## src/rtl/tlb_inv_walker.sv

```systemverilog
// tlb_inv_walker: executes one INVTLB by walking every TLB entry.
// It reads each entry in turn, applies the op-specific match rule to the
// data returned one cycle later, and clears the E bit of every matching
// entry. The pipeline is held for the whole walk.
`timescale 1ns/1ps
module tlb_inv_walker #(
    parameter int TLBNUM = 32,
    parameter int IDX_W  = $clog2(TLBNUM)
) (
    input  logic             clk,
    input  logic             rst,
    input  logic             inv_req_valid,
    input  logic [4:0]       inv_req_op,
    input  logic [9:0]       inv_req_asid,
    input  logic [18:0]      inv_req_vppn,
    output logic             inv_req_ready,
    input  logic             abort,
    output logic             tlb_rd_en,
    output logic [IDX_W-1:0] tlb_rd_idx,
    input  logic             tlb_rd_e,
    input  logic             tlb_rd_g,
    input  logic [9:0]       tlb_rd_asid,
    input  logic [18:0]      tlb_rd_vppn,
    input  logic [5:0]       tlb_rd_ps,
    output logic             tlb_inv_we,
    output logic [IDX_W-1:0] tlb_inv_idx,
    output logic             inv_stallreq,
    output logic             inv_done,
    output logic             ine_excp,
    output logic [IDX_W:0]   inv_cnt
);

    localparam logic [1:0] S_IDLE  = 2'd0;
    localparam logic [1:0] S_WALK  = 2'd1;
    localparam logic [1:0] S_DRAIN = 2'd2;

    localparam logic [IDX_W-1:0] LAST_IDX = IDX_W'(TLBNUM - 1);
    localparam logic [IDX_W-1:0] ONE_IDX  = IDX_W'(1);

    // Op-specific match rule; E is checked separately by the caller.
    function automatic logic entry_match(input logic [4:0] op,
                                         input logic       g,
                                         input logic       asid_eq,
                                         input logic       vppn_eq);
        logic m;
        case (op)
            5'd0, 5'd1: m = 1'b1;
            5'd2:       m = g;
            5'd3:       m = ~g;
            5'd4:       m = ~g & asid_eq;
            5'd5:       m = ~g & asid_eq & vppn_eq;
            5'd6:       m = (g | asid_eq) & vppn_eq;
            default:    m = 1'b0;
        endcase
        return m;
    endfunction

    logic [1:0]       state_r;
    logic [1:0]       state_nxt_s;
    logic [IDX_W-1:0] cnt_r;
    logic [IDX_W:0]   hit_cnt_r;
    logic [IDX_W:0]   inv_cnt_r;
    logic [4:0]       op_r;
    logic [9:0]       asid_r;
    logic [18:0]      vppn_r;

    logic             idle_s;
    logic             op_legal_s;
    logic             accept_s;
    logic             eval_s;
    logic             asid_eq_s;
    logic             vppn_eq_s;
    logic             hit_s;
    logic [IDX_W-1:0] eval_idx_s;

    assign idle_s     = (state_r == S_IDLE);
    assign op_legal_s = (inv_req_op <= 5'd6);
    assign accept_s   = inv_req_valid & idle_s & ~abort & op_legal_s;
    // Read data refers to the index issued last cycle; in DRAIN cnt_r has
    // wrapped to 0, so cnt_r-1 is the last index as required.
    assign eval_idx_s = cnt_r - ONE_IDX;
    assign eval_s     = (((state_r == S_WALK) && (cnt_r != '0)) ||
                         (state_r == S_DRAIN)) && !abort;
    assign asid_eq_s  = (tlb_rd_asid == asid_r);
    // Huge (2 MB) pages ignore the low nine VPPN bits.
    assign vppn_eq_s  = (tlb_rd_ps == 6'd21) ? (tlb_rd_vppn[18:9] == vppn_r[18:9])
                                             : (tlb_rd_vppn == vppn_r);
    assign hit_s      = eval_s & tlb_rd_e &
                        entry_match(op_r, tlb_rd_g, asid_eq_s, vppn_eq_s);

    // Next-state selection for the walk sequencer.
    always_comb begin
        state_nxt_s = state_r;
        case (state_r)
            S_IDLE: begin
                if (accept_s) begin
                    state_nxt_s = S_WALK;
                end else begin
                    state_nxt_s = S_IDLE;
                end
            end
            S_WALK: begin
                if (abort) begin
                    state_nxt_s = S_IDLE;
                end else if (cnt_r == LAST_IDX) begin
                    state_nxt_s = S_DRAIN;
                end else begin
                    state_nxt_s = S_WALK;
                end
            end
            S_DRAIN: state_nxt_s = S_IDLE;
            default: state_nxt_s = S_IDLE;
        endcase
    end

    // Sequencer state, counters and latched request operands.
    always_ff @(posedge clk or negedge rst) begin
        if (!rst) begin
            state_r   <= S_IDLE;
            cnt_r     <= '0;
            hit_cnt_r <= '0;
            inv_cnt_r <= '0;
            op_r      <= 5'd0;
            asid_r    <= 10'd0;
            vppn_r    <= 19'd0;
        end else begin
            state_r <= state_nxt_s;
            if (accept_s) begin
                cnt_r     <= '0;
                hit_cnt_r <= '0;
                op_r      <= inv_req_op;
                asid_r    <= inv_req_asid;
                vppn_r    <= inv_req_vppn;
            end else begin
                if ((state_r == S_WALK) && !abort) begin
                    cnt_r <= cnt_r + ONE_IDX;
                end
                if (hit_s) begin
                    hit_cnt_r <= hit_cnt_r + {{IDX_W{1'b0}}, 1'b1};
                end
                if ((state_r == S_DRAIN) && !abort) begin
                    inv_cnt_r <= hit_cnt_r + {{IDX_W{1'b0}}, hit_s};
                end
            end
        end
    end

    // Output decode; handshake outputs are forced low while reset is held.
    always_comb begin
        inv_req_ready = rst & idle_s & ~abort;
        ine_excp      = rst & idle_s & ~abort & inv_req_valid & ~op_legal_s;
        inv_stallreq  = rst & (~idle_s | (inv_req_valid & op_legal_s));
        tlb_rd_en     = (state_r == S_WALK) & ~abort;
        if (state_r == S_WALK) begin
            tlb_rd_idx = cnt_r;
        end else begin
            tlb_rd_idx = '0;
        end
        tlb_inv_we    = hit_s;
        if (hit_s) begin
            tlb_inv_idx = eval_idx_s;
        end else begin
            tlb_inv_idx = '0;
        end
        inv_done      = (state_r == S_DRAIN) & ~abort;
        inv_cnt       = inv_cnt_r;
    end

endmodule

```

## config.mk

```make
export PLATFORM = sky130hd
export DESIGN_NAME = tlb_inv_walker
export DESIGN_NICKNAME = d
export VERILOG_FILES = /design/src/rtl/tlb_inv_walker.sv
export SDC_FILE = /design/constraint.sdc
export NUM_CORES = 1
export LEC_CHECK = 0
export CAP_MARGIN = 25
export CORE_UTILIZATION = 42
export CTS_CLUSTER_DIAMETER = 100
export DETAILED_ROUTE_END_ITERATION = 6
export DONT_BUFFER_PORTS = 1
export HOLD_SLACK_MARGIN = 0.05
export SYNTH_ARGS = -nofsm -noshare
export SYNTH_HDL_FRONTEND = slang
export SYNTH_SLANG_ARGS = --single-unit
```

## constraint.sdc

```tcl
create_clock -name clk -period 2.9 [get_ports clk]
set_input_delay 0.58 -clock clk [delete_from_list [all_inputs] [get_ports clk]]
set_output_delay 0.58 -clock clk [all_outputs]
set_load 0.02 [all_outputs]
```

Word level (Yosys, flattened, before mapping)
Cells that the tools add are included.
- register bits after elaboration: 53
- word-level logic and storage cells: 73
- add/subtract/negate cells: 4
- $lt $le $gt $ge: 1
- eq/ne operators: 13
- multiplexer cells: 12
- bitwise gates (word level): 23
- reduce and logical (&&, ||, !) cells: 13
- operators by type and width (cell ; count):
    equality test 10 bit ; 2
    two-way mux 5 bit ; 4
    equality test 19 bit ; 1
    bitwise AND 1 bit ; 16
    equality test 5 x 3 -> 1 bit, second input constant ; 3
    two-way mux 6 bit ; 2
    equality test 5 x 2 -> 1 bit, second input constant ; 2
    adder 6 x 1 -> 6 bit ; 1
    adder 6 x 1 -> 6 bit, second input constant ; 1
    equality test 6 x 5 -> 1 bit, second input constant ; 1
    one-hot mux 1 bit (6 select lines) ; 1
    adder 5 x 1 -> 5 bit, second input constant ; 1
    equality test 5 x 1 -> 1 bit, second input constant ; 1
    equality test 5 bit, second input constant ; 1
    <= comparator 5 x 3 -> 1 bit, second input constant ; 1
    logical NOT 5 bit ; 1
    NOT 1 bit ; 5
    nonzero test 5 bit ; 1
    subtractor 5 x 1 -> 5 bit, second input constant ; 1
    logical AND 1 bit ; 4
    two-way mux 2 bit ; 2
    one-hot mux 2 bit (2 select lines) ; 1
    nonzero test 2 bit ; 2
    equality test 2 x 1 -> 1 bit, second input constant ; 1
    other kinds (8) ; 10

Logic depth before layout (Yosys ltp)
- depth in word-level cells: 8
- mapped depth: 14
- mapped depth without buffers: 13

Worst setup path before layout
No wires, ideal clock.
- path kind: reg2reg
- start point: reg cnt_r[0]
- end point: reg inv_cnt_r[4], in the netlist inv_cnt[4]
- setup time: 0.148 ns
- data arrival time: 2.852 ns
- slack: -0.100 ns
- cell stages (with the launch flop): 15
- path buffers: 1
- cell sequence: dfrtp_1 > inv_1 > ha_1 > or4b_2 > a21oi_1 > a311oi_1 > o21ai_0 > and2_4 > buf_6 > inv_1 > ha_1 > ha_1 > nand3_1 > xor2_1 > a21oi_1
- longest elaborated chain between the ends: 7
- ends and longest elaborated chain (element ; line ; RTL):
    start, declared ; 60 ; logic [IDX_W-1:0] cnt_r;
    start signal, assigned ; 136 ; cnt_r <= cnt_r + ONE_IDX;
    nonzero test 5 bit ; 82 ; assign eval_s = (((state_r == S_WALK) && (cnt_r != '0)) ||
    logical AND 1 bit ; 82 ;
    logical OR 1 bit ; 82 ;
    logical AND 1 bit ; 83 ; (state_r == S_DRAIN)) && !abort;
    bitwise AND 1 bit (2 in series) ; 88 ; assign hit_s = eval_s & tlb_rd_e &
    named net tlb_inv_we ; 25 ; output logic tlb_inv_we,
    adder 6 x 1 -> 6 bit ; 142 ; inv_cnt_r <= hit_cnt_r + {{IDX_W{1'b0}}, hit_s};
    end signal, assigned ; 142 ;
    end, declared ; 62 ; logic [IDX_W:0] inv_cnt_r;
The timed path passes the listed nets, and every way through them passes these cells.
A chain may end at the register's enable or synchronous reset.

Worst setup path after layout
- start point: reg op_r[3]
- end point: out tlb_inv_idx[4]
- longest elaborated chain between the ends: 5
- elaborated cells between the ends (all ways): 11
- those cells by class: eq/ne (6); mux (2); bitwise (1); reduce/logical (2)
- ends and longest elaborated chain (element ; line ; RTL):
    start, declared ; 63 ; logic [4:0] op_r;
    start signal, assigned ; 131 ; op_r <= inv_req_op;
    equality test 5 x 1 -> 1 bit / logical NOT 5 bit (equally long branches) ; 46 ; case (op)
    OR reduction 2 bit ; 46 ;
    one-hot mux 1 bit (6 select lines) * ; 46 ;
    bitwise AND 1 bit * ; 88 ;
    two-way mux 5 bit * ; 160 ; if (hit_s) begin
    end, declared ; 26 ; output logic [IDX_W-1:0] tlb_inv_idx,
Every way passes the cells marked *; elsewhere a longest branch is shown, timed or not.

==> metrics.csv <==
stage,metric,value,unit
pwr,Static Leak,1.53,nW
worst_setup_path,FF-to-FF setup slack,140,ps
placement,number of port buffers,0,
run_status,status,"complete, but fails checks",
sta,setup violators final,6,
sta,Slew HR,0.595,
logic_synthesis,post-synth net total,397,
detailed_routing,DRC,8,
pwr,switching part of the total,0.313,
placement,dpl cell area,3010,µm²
worst_setup_path,"slowest stage delay, CP",420,ps
sta,Max Fclk,336,MHz
clocking,CTS max path bufs,2,
detailed_routing,drt first pass iters,6,
pwr,logic gate share of total power,0.258,
placement,DP Worst Slack,148,ps
global_route,initial antenna violation count,0,
logic_synthesis,register area share after synthesis,0.471,
detailed_routing,Avg WL per Cell,14.9,µm
detailed_routing,WL met2,2.84,mm
sta,Setup TNS,-342,ps
detailed_routing,DR vias,2167,
pwr,Power Density,567,nW/µm²
worst_setup_path,CP endpoint kind,primary output,
worst_setup_path,CP top delay family,simple AND/OR/NAND/NOR gates,
sta,Hold Slack,121,ps
cells_and_area,Layout fillers,625,
logic_synthesis,mapped cell area,2820,µm²
logic_synthesis,Post-synth EDFFs,0,
cells_and_area,area of the multi-input gates,1500,µm²
logic_synthesis,Post-synth top cells,"nand2_1, dfrtp_1, xnor2_1",
detailed_routing,M1 wire length,2.84,mm
clocking,clock transition at the registers of the reported paths,100,ps
sta,clk_skew,9.50,ps
floorplanning,Die X-Extent,83.9,µm
worst_setup_path,reg2reg start,op_r[3],
sta,PnR worst setup slack,-77.8,ps
pwr,sequential share of power,0.515,
cells_and_area,Finished Cell Area,3250,µm²
run_status,failing checks,"design-rule violations, negative setup slack",
pwr,Net Sw Power,0.576,mW
detailed_routing,drt total wl,6.14,mm
sta,final hold viol count,0,
worst_setup_path,r2r worst-path depth,11,
clocking,H-tree depth,2,
detailed_routing,Top Layer Used,met4,
worst_setup_path,slowest CP cell,dfrtp_1,
sta,period utilisation layout,1.03,
worst_setup_path,CP Class,flop to primary output,
min_path,worst min-delay path class,input port to asynchronous set/reset pin,
global_route,number of global-route vias before repair,2094,
global_route,Total GRT Usage,0.179,
floorplanning,Vert. Die Dim,83.9,µm
sta,post-layout min period,2980,ps
floorplanning,die area,7040,µm²
run,total of max-cap violations,0,
pwr,worst vdd ir,0.325,mV
logic_synthesis,"Distinct cells, synth",42,
worst_setup_path,worst r2r dst,inv_cnt[1],
clocking,CTS tree,built,
detailed_routing,Iter 0 DRT Violations,92,
clocking,clk root buf,clkbuf_8,
detailed_routing,number of vias per cell,5.25,
worst_setup_path,crit-path max FO,7,
clocking,CTS sink count,53,
logic_synthesis,syn_area_per_cell,8.91,µm²
worst_setup_path,startpoint class of the critical path,flop,
placement,GP Congestion,0.752,
sta,RSZ-0062 raised after global routing,yes,
global_route,largest net degree at the start of global routing,54,
cells_and_area,antenna diode count,0,
pwr,Pint,1.27,mW
logic_synthesis,"flops & latches, synth",53,
detailed_routing,metal3 WL,398,µm
sta,Worst-Margin Slew,603,ps
sta,"Slew Viols, Final",0,
cells_and_area,Reg area,1330,µm²
cells_and_area,Syn-to-layout area delta,15.3,%
logic_synthesis,area share of the largest cell type after synthesis,0.471,
logic_synthesis,Synth async-reset ratio,1.00,
floorplanning,row count,29,
pwr,final total power,1.84,mW
floorplanning,Initial Util,0.439,
detailed_routing,DRT antenna net count,0,
cells_and_area,final net count,416,
worst_setup_path,crit-path cells,"or3b_4, buf_4, or3_1, nor4_1, o21ai_1, and2_4, a21oi_2, buf_6",
pwr,Clock power frac,0.228,
global_route,GRT overflow,0,
placement,hpwl dp,4.30,mm
floorplanning,I/O pin cnt,97,
global_route,first-pass GRT wire length,10.0,mm
worst_setup_path,Worst EP arrival,2400,ps
logic_synthesis,Post-Syn Instances,316,
cells_and_area,layout cells sized above 1,0.161,
logic_synthesis,ys flop type,dfrtp_1,
logic_synthesis,most frequent cell after synthesis,nand2_1,
floorplanning,Core Area,6420,µm²
logic_synthesis,Ys Warns,0,
worst_setup_path,Critical path buffers and inverters,2,
logic_synthesis,post-synth top area cell,dfrtp_1,
clocking,CTS buffer count,5,
logic_synthesis,ranking of synthesized cells by area,"dfrtp_1, nand2_1, xnor2_1, xor2_1, ha_1",
worst_setup_path,CP required,2320,ps
clocking,clk_lat worst skew,310,ps
power by group through the flow:
stage | Clock, mW | Combinational (mW) | Sequential [mW]
after floorplan | 0 | 0.303 | 0.952
after global placement | 0 | 0.395 | 0.953
after detailed placement | 0 | 0.401 | 0.959
after CTS | 0.431 | 0.441 | 0.944
after global routing | 0.463 | 0.539 | 0.963
final | 0.419 | 0.474 | 0.948
worst register-to-register path, delay by kind of cell, from the launching register on:
kind / cells / cell delay [ps]
simple gates: 4 / 1140
flops: 1 / 420
fa+ha+maj: 2 / 370
buf+inv: 3 / 340
mux: 1 / 250
compound gates: 1 / 120
state kept, by name, summed over array words and instances, names as in the netlist:
signal     flops
state_r        2
op_r           5
inv_cnt        6
vppn_r        19
asid_r        10
hit_cnt_r      6
cnt_r          5
area by class of cell:
class,count,share of cell area
multi-input cells,246,0.463
flip-flops and latches,53,0.408
repair buffers,24,0.0663
well taps,77,0.0297
clock buffers,7,0.0235
inverters,5,0.00693
clock inverters,1,0.00231
layout by cell type (no fill, tap or decap), types with 2 or more instances in the layout:
cell type / instances
xnor2_1: 27
nor3_1: 4
and2_1: 9
inv_1: 2
nand3_1: 8
a22oi_1: 2
buf_4: 19
o21ai_0: 2
nor2_1: 14
nand2b_1: 5
nor3b_2: 2
ha_4: 2
o21ai_1: 2
ha_1: 3
a21oi_1: 6
nor2b_1: 2
nand4_1: 6
a21oi_2: 2
mux2i_1: 4
and3_1: 3
nand2_1: 105
clkbuf_1: 2
clkinvlp_4: 2
xor2_1: 13
inv_2: 2
dfrtp_1: 53
mux2_2: 2
clkbuf_8: 5
buf_6: 4
how the worst max path moves through the flow:
stage	start	slack [ps]	cells after the start	to
6_report	op_r[3]	-80	8	tlb_inv_idx[4]
2_1_floorplan	tlb_rd_asid[8]	60	7	tlb_inv_idx[2]
5_1_grt	op_r[3]	-170	7	tlb_inv_idx[2]
3_5_place_dp	op_r[3]	150	7	tlb_inv_idx[4]
4_1_cts	op_r[3]	-160	7	tlb_inv_idx[4]
3_3_place_gp	op_r[3]	150	7	tlb_inv_idx[4]
kinds of logic after synthesis:
kind of cell | after synthesis | synth area share
compound gates | 23 | 0.0546
xor+xnor | 40 | 0.124
fa+ha+maj | 6 | 0.0267
buf+inv | 17 | 0.0258
flops | 53 | 0.471
mux | 6 | 0.0222
simple gates | 171 | 0.275
metrics by stage:
step                utilization  std cells
floorplan                     -        316
global placement          0.469        397
detailed placement        0.469        397
CTS                       0.495        410
global route              0.506        413
finish                    0.506        413
per-layer routing:
metal / track usage / vias up
li1: - / 1067
met1: 0.243 / 1029
met3: 0.0524 / 8
met2: 0.279 / 63
met4: 0.0470 / 0
met5: 0 / -
what timing repair did:
item | in CTS | in global routing
gates resized for setup | 7 | 12
gates cloned | 0 | 0
setup buffers | 4 | 3
hold buffers | 1 | 0
setup endpoints to repair | 6 | 9
endpoints found under the hold margin | 53 | 0
pin swaps | 5 | 5
No activity file was read; power rests on OpenSTA's default activity.
